## src/rtl/jimmy_ctrl_pkg.sv

```systemverilog
// Shared types and widths for the jimmy benchmark run controller.
package jimmy_ctrl_pkg;

  localparam int unsigned ADDR_W = 8;
  localparam int unsigned DATA_W = 8;
  localparam logic [31:0] CYCLES_MAX = 32'hFFFF_FFFF;

  typedef enum logic [1:0] {
    IDLE    = 2'd0,
    RST_CPU = 2'd1,
    RUN     = 2'd2,
    DONE    = 2'd3
  } run_state_e;

endpackage

```

## src/rtl/jimmy_run_controller_sync_edge_detect.sv

```systemverilog
// 2-FF synchronizer for an asynchronous level, followed by a one-clock rising-edge pulse.
module sync_edge_detect (
  input  logic clk,
  input  logic reset_n_i,
  input  logic async_i,
  output logic pulse_o
);

  logic sync1_q, sync2_q, sync3_q;

  always_ff @(posedge clk) begin
    if (!reset_n_i) begin
      sync1_q <= 1'b0;
      sync2_q <= 1'b0;
      sync3_q <= 1'b0;
    end else begin
      sync1_q <= async_i;
      sync2_q <= sync1_q;
      sync3_q <= sync2_q;
    end
  end

  assign pulse_o = sync2_q & ~sync3_q;

endmodule

```

## src/rtl/jimmy_run_controller.sv

```systemverilog
// Sequences one benchmark run of the jimmy soft CPU: reset, run, capture result and cycle count.
// Optional RUN watchdog enabled by defining JIMMY_TIMEOUT_EN.
module jimmy_run_controller
  import jimmy_ctrl_pkg::*;
#(
  parameter int unsigned RST_CYCLES     = 4,
  parameter logic [31:0] TIMEOUT_CYCLES = 32'd50_000_000
) (
  input  logic              clk,
  input  logic              reset,
  input  logic              start_btn,
  input  logic [ADDR_W-1:0] start_addr,
  input  logic              cpu_done,
  input  logic              cpu_strobe,
  input  logic [DATA_W-1:0] cpu_result,
  output logic              cpu_rst_n,
  output logic [ADDR_W-1:0] cpu_start_addr,
  output logic [DATA_W-1:0] result,
  output logic [31:0]       cycles,
  output logic              busy,
  output logic              done,
  output logic              timeout
);

  localparam int unsigned RST_W = (RST_CYCLES > 1) ? $clog2(RST_CYCLES) : 1;
  localparam logic [RST_W-1:0] RST_LAST = RST_W'(RST_CYCLES - 1);

  run_state_e        state_q, state_d;
  logic [RST_W-1:0]  rst_cnt_q, rst_cnt_d;
  logic [31:0]       cycles_q, cycles_d;
  logic [DATA_W-1:0] result_q, result_d;
  logic [ADDR_W-1:0] addr_q, addr_d;
  logic              cpu_rst_n_q, cpu_rst_n_d;
  logic              strb_q;
  logic              start_pulse;
  logic              strobe_fall;

`ifdef JIMMY_TIMEOUT_EN
  logic              timeout_q, timeout_d;
`endif

  sync_edge_detect u_start_sync (
    .clk       (clk),
    .reset_n_i (reset),
    .async_i   (start_btn),
    .pulse_o   (start_pulse)
  );

  assign strobe_fall = strb_q & ~cpu_strobe;

  always_comb begin
    state_d   = state_q;
    rst_cnt_d = rst_cnt_q;
    cycles_d  = cycles_q;
    result_d  = result_q;
    addr_d    = addr_q;
`ifdef JIMMY_TIMEOUT_EN
    timeout_d = timeout_q;
`endif
    unique case (state_q)
      IDLE, DONE: begin
        if (start_pulse) begin
          addr_d    = start_addr;
          cycles_d  = '0;
          result_d  = '0;
          rst_cnt_d = '0;
`ifdef JIMMY_TIMEOUT_EN
          timeout_d = 1'b0;
`endif
          state_d   = RST_CPU;
        end
      end
      RST_CPU: begin
        rst_cnt_d = rst_cnt_q + RST_W'(1);
        if (rst_cnt_q == RST_LAST) state_d = RUN;
      end
      RUN: begin
        if (strobe_fall) result_d = cpu_result;
        if (cpu_done) begin
          state_d = DONE;
        end else begin
          if (cycles_q != CYCLES_MAX) cycles_d = cycles_q + 32'd1;
`ifdef JIMMY_TIMEOUT_EN
          // The firing clock still counts, so cycles lands exactly on TIMEOUT_CYCLES.
          if (cycles_q == TIMEOUT_CYCLES - 32'd1) begin
            timeout_d = 1'b1;
            state_d   = DONE;
          end
`endif
        end
      end
      default: state_d = IDLE;
    endcase
    // CPU is released on the RST_CPU->RUN edge and stays released while parked in DONE.
    cpu_rst_n_d = (state_d == RUN) || (state_d == DONE);
  end

  always_ff @(posedge clk) begin
    if (!reset) begin
      state_q     <= IDLE;
      rst_cnt_q   <= '0;
      cycles_q    <= '0;
      result_q    <= '0;
      addr_q      <= '0;
      cpu_rst_n_q <= 1'b0;
      strb_q      <= 1'b0;
`ifdef JIMMY_TIMEOUT_EN
      timeout_q   <= 1'b0;
`endif
    end else begin
      state_q     <= state_d;
      rst_cnt_q   <= rst_cnt_d;
      cycles_q    <= cycles_d;
      result_q    <= result_d;
      addr_q      <= addr_d;
      cpu_rst_n_q <= cpu_rst_n_d;
      strb_q      <= cpu_strobe;
`ifdef JIMMY_TIMEOUT_EN
      timeout_q   <= timeout_d;
`endif
    end
  end

  assign cpu_rst_n      = cpu_rst_n_q;
  assign cpu_start_addr = addr_q;
  assign result         = result_q;
  assign cycles         = cycles_q;
  assign busy           = (state_q == RST_CPU) || (state_q == RUN);
  assign done           = (state_q == DONE);
`ifdef JIMMY_TIMEOUT_EN
  assign timeout        = timeout_q;
`else
  assign timeout        = 1'b0;
`endif

endmodule

```

## config.mk

```make
export PLATFORM = sky130hd
export DESIGN_NAME = jimmy_run_controller
export DESIGN_NICKNAME = d
export VERILOG_FILES = /design/src/rtl/jimmy_ctrl_pkg.sv /design/src/rtl/jimmy_run_controller_sync_edge_detect.sv /design/src/rtl/jimmy_run_controller.sv
export SDC_FILE = /design/constraint.sdc
export NUM_CORES = 1
export LEC_CHECK = 0
export CAP_MARGIN = 20
export CORE_MARGIN = 1
export CORE_UTILIZATION = 24
export CTS_CLUSTER_DIAMETER = 100
export DETAILED_ROUTE_END_ITERATION = 12
export DONT_BUFFER_PORTS = 1
export GPL_TIMING_DRIVEN = 0
export PLACE_DENSITY_LB_ADDON = 0.08
export SYNTH_ARGS = -nofsm -noshare
export SYNTH_HDL_FRONTEND = slang
export SYNTH_HIERARCHICAL = 1
export SYNTH_SLANG_ARGS = --single-unit
```

## constraint.sdc

```tcl
create_clock -name clk -period 3 [get_ports clk]
set_input_delay 0 -clock clk [delete_from_list [all_inputs] [get_ports clk]]
set_output_delay 0 -clock clk [all_outputs]
set_load 0.05 [all_outputs]
```

==> results of run 1 <==
power by group through the flow:
| stage | Sequential (mW) | Combinational [mW] | Clock (mW) |
|---|---|---|---|
| after floorplan | 0.787 | 0.0672 | 0 |
| after global placement | 0.789 | 0.0922 | 0 |
| after detailed placement | 0.789 | 0.0925 | 0 |
| after CTS | 0.771 | 0.114 | 0.715 |
| after global routing | 0.772 | 0.125 | 0.740 |
| final | 0.771 | 0.112 | 0.687 |
layer usage:
layer / routed length, microns / vias to the layer above
met2: 4179 / 71
met1: 4213 / 1268
li1: - / 1329
met5: 0 / -
met4: 60 / 0
met3: 706 / 5
per-stage QoR:
step	utilization	total power [mW]
CTS	0.3012	1.601
global placement	0.2674	0.8811
finish	0.3034	1.570
detailed placement	0.2674	0.8814
floorplan	-	0.8542
global route	0.3034	1.637
registers in the layout, indices dropped and copies added, names as in the netlist:
signal	flops
cpu_start_addr	8
u_start_sync/sync2_q	1
u_start_sync/sync1_q	1
u_start_sync/sync3_q	1
strb_q	1
state_q	2
cycles	32
rst_cnt_q	2
result	8
worst max-delay path, stage by stage, from the launching register on:
cell and delay (ps):
dfxtp_2 540, inv_1 100, ha_1 380, mux2i_1 200
a21oi_4 290, nand2_2 150, or2_1 240, buf_2 160
buf_6 150, or3_1 340, a21oi_1 140
placed cells by master (no fill, tap or decap), types with 11 or more instances in the layout:
master,instances
nand4_1,13
o21ai_0,19
nand3_1,38
dlygate4sd3_1,20
a21oi_1,36
clkbuf_1,17
dfxtp_1,37
dfxtp_2,19
inv_1,11
nand2_1,37
nor2_1,24
worst max path at each step:
stage | startpoint | endpoint | slack, ps | depth (start not counted)
after CTS | cycles[10]$_SDFFE_PN0P_ | cycles[11]$_SDFFE_PN0P_ | 2 | 7
after global routing | cycles[0]$_SDFFE_PN0P_ | cycles[11]$_SDFFE_PN0P_ | 7 | 8
after detailed placement | state_q[1]$_SDFF_PN0_ | cycles[11]$_SDFFE_PN0P_ | -90 | 8
final | state_q[1]$_SDFF_PN0_ | cycles[28]$_SDFFE_PN0P_ | 220 | 10
after global placement | state_q[1]$_SDFF_PN0_ | cycles[26]$_SDFFE_PN0P_ | -90 | 8
after floorplan | state_q[1]$_SDFF_PN0_ | cycles[24]$_SDFFE_PN0P_ | 330 | 9
kinds of logic (layout without fill, tap and decap cells):
logic type               after synthesis  count (layout)
AND/OR/NAND/NOR                      161             161
AO/OA/AOI/OAI                         96              96
flip-flops                            56              56
buffers and inverters                 32              60
adder cells (fa/ha/maj)                5               5
other                                  1               1
multiplexers                           1               1
cell type report:
type / count / area (sq um)
multi-input combinational: 264 / 1528
sequential: 56 / 1145
clock buffer: 6 / 128.9
clock inverter: 2 / 35.03
timing repair buffer: 20 / 200.2
buffer: 21 / 93.84
fill: 1209 / 7684
tap: 140 / 175.2
inverter: 11 / 41.29
repair_timing:
item / in CTS / in global routing
gates cloned: 0 / 0
gates resized for setup: 6 / 15
setup endpoints to repair: 15 / 18
hold buffers: 20 / 0
hold endpoints to repair: 21 / 0
==> run_results.csv, run 1 <==
group,metric,value,unit
finish,diodes,0,
place,place_area,2949,sq um
finish,stdcell_area,3347,sq um
timing,finalHoldViolations,0,
place,pre_cts_slack,-91.71,ps
pwr,p_sw_frac,0.2444,
routing,wl_per_cell,17.61,microns
clocking,path_clk_slew,80,ps
yosys,yosysSeqAreaShare,0.4041,
timing,layout_min_cycle_time,2785,ps
yosys,synth_fa_ha_area_frac,0.02255,
routing,drt_iter0_drc,143,
yosys,ys_warn_count,6,
place,placed_cells,492,
grt,grt_pass1_wl,14240,microns
hold_path,hold_path.class,"input pin to register",
yosys,yosysUniqueCellTypes,46,
critical_path,crit_type,"register to register",
yosys,ys_async_sr_fraction,0,
routing,wirelength,9159,microns
routing,post-route-drc-count,0,
floorplanning,initial_core_util,0.2515,
yosys,synthCells,352,
floorplanning,die_w,109.5,microns
flow_run,max-cap-violations,0,
grt,grt.total_usage,0.1593,
critical_path,worstPathRequired,3230,ps
timing,slew_headroom,0.5257,
pwr,p_comb_frac,0.071,
grt,met1_usage,0.2052,
timing,max_freq,359.1,MHz
clocking,cts_root_buffer,"clkbuf_16",
place,hpwl,6363,microns
pwr,ir_worst_vdd,268.9,uV
yosys,synthTopCellsByArea,"dfxtp_1, nand3_1, a21oi_1",
floorplanning,die_area,11990,sq um
timing,finalCritPeriodShare,0.9282,
clocking,clock_sinks,56,
finish,stdcell_count,520,
clocking,numCtsBuffers,5,
critical_path,r2r-start,"state_q[1]$_SDFF_PN0_",
yosys,synth_flop_cell,"dfxtp_1",
floorplanning,row_count,38,
timing,tightest_slew,710.4,ps
grt,use_met2,0.2588,
yosys,synthSimpleGateAreaFrac,0.2982,
pwr,clkPwrFrac,0.438,
timing,fin_tns_setup,0,ps
clocking,htree_levels,2,
yosys,yosysTopAreaCellShare,0.4041,
yosys,avgSynthCellArea,7.880,sq um
yosys,synth_top_family_by_area,"simple AND/OR/NAND/NOR gates",
hold_path,worstHoldEndpoint,"cycles[30]$_SDFFE_PN0P_",
pwr,power.share.sequential,0.491,
pwr,p_leak,1.114,nW
clocking,cts_tree,"done",
timing,setup_viol,0,
yosys,synth-seq-cells,56,
timing,whs,46.83,ps
critical_path,start_kind,"register",
pwr,p_per_area,469.0,nW/um^2
routing,dr_total_vias,2673,
finish,nets,405,
hold_path,hold_path.startpoint,"cpu_done",
critical_path,critPathMaxFanout,10,
yosys,synth-compound-area-share,0.2215,
yosys,netlist_area,2774,sq um
critical_path,arrival,3010,ps
yosys,synth_mux_area_frac,0.003608,
critical_path,r2r_setup_slack,220,ps
grt,grt_max_degree,17,
finish,area_growth,20.66,%
timing,clock_skew,8.381,ps
critical_path,rr_endpoint,"cycles[28]$_SDFFE_PN0P_",
routing,vias_per_cell,5.140,
grt,grt_use_met3,0.05157,
grt,top_usage_layer,"met2",
clocking,clk_latency,300,ps
clocking,clk_path_buf_depth,2,
pwr,p_sw,383.6,uW
grt,overflow,0,
critical_path,ff2ff_path_depth,10,
yosys,yosysMostFrequentCell,"dfxtp_1",
pwr,p_int,1.186,mW
clocking,post_cts_buffers,0,
finish,drive_above_1_share,0.1026,
place,place_congestion,0.7369,
floorplanning,core,11030,sq um
floorplanning,fp.dieH,109.5,microns
timing,slew_viol_final,0,
floorplanning,pin_count,73,
status,status,"finished clean",
routing,drt_pre_antenna_iters,4,
yosys,synth_edf_count,0,
routing,ant_nets,0,
yosys,synth_xor_area_frac,0,
grt,grt_antenna_before_repair,0,
yosys,yosys-top-cells-count,"dfxtp_1, nand3_1, nand2_1, a21oi_1, nor2_1",
grt,grt_pass1_vias,2562,
yosys,syn_nets,378,
place,io_buffers,0,
timing,setup_ws,215.4,ps
timing,grt_setup_unrepaired,"no",
hold_path,hold_depth,3,
critical_path,end_kind,"register",
yosys,yosysTopAreaCell,"dfxtp_1",
No activity file was read; power rests on OpenSTA's default activity.
==> run 2, diff against run 1 <==
--- a/config.mk
+++ b/config.mk
@@ -7,7 +7,7 @@
 export LEC_CHECK = 0
 export CAP_MARGIN = 20
 export CORE_MARGIN = 1
-export CORE_UTILIZATION = 24
+export CORE_UTILIZATION = 63
 export CTS_CLUSTER_DIAMETER = 100
 export DETAILED_ROUTE_END_ITERATION = 12
 export DONT_BUFFER_PORTS = 1
@@ -17,3 +17,4 @@
 export SYNTH_HDL_FRONTEND = slang
 export SYNTH_HIERARCHICAL = 1
 export SYNTH_SLANG_ARGS = --single-unit
+export TNS_END_PERCENT = 30
==> run 2 against run 1 <==
Net effect:
- first-iteration DRC count rose by 87%
- die area fell by 61%
- worst setup slack got worse by 91 ps
- register-to-register slack got worse by 90 ps
- core utilization rose by 47 points
- critical path depth fell by 3
- clock power fell by 12%
- sequential share of layout area rose by 1.3 points
- final cell count fell by 17%
- clock-buffer cell count fell by 1
- cell area fell by 4.8%
- highest routed layer unchanged
==> run_results.csv, run 2 (synthesized netlist as in run 1, its figures left out) <==
group,metric,value,unit
status,status,"finished clean",
timing,whs,21.48,ps
floorplanning,row_count,23,
pwr,ir_worst_vdd,419.4,uV
critical_path,worstPathRequired,3210,ps
timing,layout_min_cycle_time,2876,ps
clocking,clock_sinks,56,
critical_path,crit_chain,"nand3_1 > nor4_2 > nand3_1 > o21ai_2 > buf_2 > o211ai_1 > o41ai_1",
timing,slew_headroom,0.5180,
timing,clock_skew,11.65,ps
place,hpwl,4988,microns
clocking,cts_root_buffer,"clkbuf_8",
hold_path,hold_path.startpoint,"cpu_done",
finish,layout_commonest_cell,"dfxtp_1",
pwr,power.total,1.486,mW
floorplanning,die_area,4672,sq um
timing,max_freq,347.7,MHz
routing,ant_nets,0,
floorplanning,pin_count,73,
grt,grt_max_degree,19,
timing,tightest_slew,722.0,ps
finish,nets,405,
routing,vias_per_cell,6.598,
pwr,p_leak,1.098,nW
finish,stdcell_count,430,
place,io_buffers,0,
finish,final_cell_mix,"dfxtp_1, nand3_1, nand2_1",
grt,overflow,0,
critical_path,cp_common_cell,"nand3_1",
clocking,numCtsBuffers,5,
clocking,path_clk_slew,110,ps
critical_path,arrival,3090,ps
clocking,cts_tree,"done",
timing,finalHoldViolations,0,
routing,drt_pre_antenna_iters,5,
place,placed_cells,402,
routing,post-route-drc-count,0,
floorplanning,initial_core_util,0.6741,
finish,largest_register_ff_count,32,
routing,wl_per_cell,17.65,microns
timing,finalCritPeriodShare,0.9586,
finish,drive_above_1_share,0.07632,
critical_path,slowest_delay,740,ps
timing,setup_viol,0,
clocking,post_cts_buffers,0,
clocking,clk_path_buf_depth,2,
clocking,clk_latency,320,ps
timing,slew_viol_final,0,
grt,grt_pass1_vias,2377,
clocking,htree_levels,2,
critical_path,end_kind,"register",
timing,setup_ws,124.3,ps
floorplanning,core,4115,sq um
routing,dr_total_vias,2837,
place,pre_cts_slack,55.31,ps
critical_path,crit_type,"register to register",
flow_run,max-cap-violations,0,
grt,grt.total_usage,0.3402,
hold_path,hold_path.class,"input pin to register",
routing,wirelength,7589,microns
finish,area_growth,14.84,%
grt,grt_pass1_wl,11660,microns
timing,grt_setup_unrepaired,"no",
floorplanning,die_w,68.36,microns
floorplanning,fp.dieH,68.36,microns
finish,num-fill-cells,294,
grt,grt_antenna_before_repair,0,
critical_path,start_kind,"register",
critical_path,cpLargestDelayFamily,"simple AND/OR/NAND/NOR gates",
timing,fin_tns_setup,0,ps
critical_path,crit_start,"cycles[13]$_SDFFE_PN0P_",
finish,diodes,0,
routing,drt_iter0_drc,267,
critical_path,critPathMaxFanout,10,
place,place_congestion,0.8915,
critical_path,r2r-start,"cycles[13]$_SDFFE_PN0P_",
pwr,p_per_area,466.5,nW/um^2
critical_path,crit_slowest_cell,"dfxtp_1",
critical_path,path_buf_inv,1,
[run 2: report_power, final]
part           total, mW  leakage (nW)  switching [mW]  internal, mW
Combinational      0.109         0.572          0.0693        0.0400
Clock              0.605        0.0687           0.269         0.336
Sequential         0.772         0.457          0.0197         0.752
[run 2: final timing paths]
kind | cells past startpoint | slack (ps) | to
worst max register to register | 7 | 120 | cycles[11]$_SDFFE_PN0P_
worst max-delay path | 7 | 120 | cycles[11]$_SDFFE_PN0P_
worst min register to register | 1 | 470 | u_start_sync/sync2_q$_SDFF_PN0_
worst min-delay path | 3 | 20 | cycles[30]$_SDFFE_PN0P_
[run 2: area by class of cell]
cell class	count	area [sq um]	share of cell area
tap	50	62.56	0.01964
clock buffer	5	68.82	0.02160
sequential	56	1132	0.3555
multi-input combinational	264	1518	0.4764
buffer	21	93.84	0.02946
timing repair buffer	20	200.2	0.06284
clock inverter	3	68.82	0.02160
inverter	11	41.29	0.01296
[run 2: what timing repair did]
action / 4_1_cts / 5_1_grt
hold buffers: 20 / 0
setup endpoints to repair: 0 / 22
resized for setup: 0 / 9
endpoints found under the hold margin: 21 / 0
[run 2: per-stage QoR]
step	area [sq um]	util
after detailed placement	2836	0.6893
after global routing	3186	0.7741
final	3186	0.7741
after floorplan	2774	-
after global placement	2836	0.6893
after CTS	3174	0.7714
[run 2: worst reg2reg max path, cell delays in order (launching register included)]
cell	delay, ps
dfxtp_1	740
nand3_1	250
nor4_2	510
nand3_1	250
o21ai_2	460
buf_2	340
o211ai_1	130
o41ai_1	100
[run 2: per-layer routing]
layer	track usage	vias to the layer above	wire (microns)
met5	0	-	0
met4	0.1068	0	121
met3	0.08667	13	763
met2	0.5490	145	3545
met1	0.4402	1349	3158
li1	-	1330	-
==> run 3, diff against run 2 <==
--- a/config.mk
+++ b/config.mk
@@ -13,6 +13,8 @@
 export DONT_BUFFER_PORTS = 1
 export GPL_TIMING_DRIVEN = 0
 export PLACE_DENSITY_LB_ADDON = 0.08
+export RECOVER_POWER = 50
+export SLEW_MARGIN = 20
 export SYNTH_ARGS = -nofsm -noshare
 export SYNTH_HDL_FRONTEND = slang
 export SYNTH_HIERARCHICAL = 1
==> run 3 against run 2 <==
Net effect:
- clock-buffer cell count stayed put
- clock power hardly changed
- first-iteration DRC count stayed put
- sequential power hardly changed
- clock skew is 5.0 ps lower
- global-route usage stayed put
- final cell count stayed put
- fmax is 0.31% lower
- flip-flop and latch count stayed put
- power hardly changed
- cell area stayed put
==> run_results.csv, run 3 (synthesized netlist as in run 1, its figures left out) <==
group,metric,value,unit
critical_path,start_kind,"register",
place,hpwl,4988,microns
timing,setup_ws,115.5,ps
finish,area_growth,14.84,%
timing,finalCritPeriodShare,0.9615,
timing,slew_headroom,0.5181,
floorplanning,fp.dieH,68.36,microns
grt,grt_pass1_vias,2377,
critical_path,slowest_delay,740,ps
routing,drt_pre_antenna_iters,5,
pwr,clkPwrFrac,0.407,
pwr,p_comb_frac,0.074,
finish,diodes,0,
critical_path,critPathMaxFanout,10,
pwr,p_int,1.128,mW
timing,slew_viol_final,0,
pwr,ir_worst_vdd,419.8,uV
critical_path,r2r_setup_slack,120,ps
pwr,power.share.sequential,0.519,
floorplanning,core,4115,sq um
clocking,clock_sinks,56,
routing,dr_total_vias,2845,
grt,overflow,0,
finish,seq_area,1132,sq um
routing,vias_per_cell,6.616,
timing,max_freq,346.7,MHz
finish,drive_above_1_share,0.07632,
flow_run,max-cap-violations,0,
finish,post-route-util,0.7741,
routing,drt_iter0_drc,267,
critical_path,crit_chain,"nand3_1 > nor4_2 > nand3_1 > o21ai_2 > buf_2 > o211ai_1 > o41ai_1",
grt,grt_pass1_wl,11660,microns
critical_path,crit_type,"register to register",
clocking,cts_root_buffer,"clkbuf_8",
floorplanning,pin_count,73,
grt,grt.total_usage,0.3402,
critical_path,worstPathRequired,3210,ps
finish,largest_register_ff_count,32,
clocking,clk_path_buf_depth,2,
finish,multi_input_area,1518,sq um
grt,grt_max_degree,19,
place,place_area,2836,sq um
clocking,numCtsBuffers,5,
finish,nets,405,
routing,post-route-drc-count,0,
pwr,p_sw_frac,0.2411,
timing,whs,20.10,ps
floorplanning,row_count,23,
pwr,power.total,1.487,mW
place,placed_cells,402,
critical_path,end_kind,"register",
timing,grt_setup_unrepaired,"no",
timing,tightest_slew,721.8,ps
grt,grt_antenna_before_repair,0,
finish,layout_commonest_cell,"dfxtp_1",
critical_path,cp_common_cell,"nand3_1",
clocking,htree_levels,2,
critical_path,arrival,3100,ps
place,place_congestion,0.8915,
routing,ant_nets,0,
timing,layout_min_cycle_time,2885,ps
pwr,p_leak,1.097,nW
pwr,p_per_area,466.7,nW/um^2
status,status,"finished clean",
pwr,p_sw,358.4,uW
finish,final_cell_mix,"dfxtp_1, nand3_1, nand2_1",
floorplanning,die_w,68.36,microns
routing,wl_per_cell,17.70,microns
place,pre_cts_slack,55.31,ps
place,io_buffers,0,
floorplanning,initial_core_util,0.6741,
finish,num-fill-cells,294,
timing,fin_tns_setup,0,ps
clocking,clk_latency,320,ps
routing,wirelength,7610,microns
floorplanning,die_area,4672,sq um
clocking,cts_tree,"done",
hold_path,hold_path.class,"input pin to register",
clocking,post_cts_buffers,0,
timing,clock_skew,6.632,ps
finish,stdcell_area,3186,sq um
finish,stdcell_count,430,
clocking,path_clk_slew,110,ps
timing,setup_viol,0,
critical_path,crit_slowest_cell,"dfxtp_1",
timing,finalHoldViolations,0,
## run 3: cell types whose count changed in the layout (fill, tap and decap cells not counted)
cell / previous run / this run
and2_0: 0 / 1
and2_1: 8 / 7
## run 3: layer usage
layer  share of wire  up-vias  global-route usage  wire length (microns)
met1            0.41     1355              0.4402                   3122
met5               0        -                   0                      0
li1                -     1331                   -                      -
met4           0.018        0              0.1068                    138
met3            0.10       16             0.08667                    795
met2            0.47      143              0.5490                   3554
## run 3: timing repair
| item | CTS | global route |
|---|---|---|
| hold buffers | 20 | 0 |
| endpoints found under the setup margin | 0 | 22 |
| hold endpoints to repair | 21 | 0 |
| gates resized for setup | 0 | 9 |
## run 3: path summary, 6_finish.rpt
kind / endpoint / depth (start not counted) / startpoint
setup / recovery: cycles[11]$_SDFFE_PN0P_ / 7 / cycles[13]$_SDFFE_PN0P_
hold reg to reg: u_start_sync/sync2_q$_SDFF_PN0_ / 1 / u_start_sync/sync1_q$_SDFF_PN0_
setup reg to reg: cycles[11]$_SDFFE_PN0P_ / 7 / cycles[13]$_SDFFE_PN0P_
hold / removal: cycles[30]$_SDFFE_PN0P_ / 3 / cpu_done
## run 3: worst max-delay path: cells and delay by family, from the launching register on
kind	cells	cell delay [ps]
flip-flops	1	740
buffers and inverters	1	340
AND/OR/NAND/NOR	3	1010
AO/OA/AOI/OAI	3	690
## run 3: area by class of cell
cell class / count / share of cell area
Buffer: 21 / 0.02946
Clock buffer: 5 / 0.02160
Clock inverter: 3 / 0.02160
Inverter: 11 / 0.01296
Multi-Input combinational cell: 264 / 0.4764
Sequential cell: 56 / 0.3555
Tap cell: 50 / 0.01964
Timing Repair Buffer: 20 / 0.06284
## run 3: power groups by stage
stage          Combinational [mW]  Clock [mW]  Sequential (mW)
6_report                    0.109       0.606            0.772
5_1_grt                     0.120       0.629            0.773
4_1_cts                     0.107       0.602            0.772
3_5_place_dp               0.0860           0            0.789
3_3_place_gp               0.0847           0            0.789
2_1_floorplan              0.0672           0            0.787
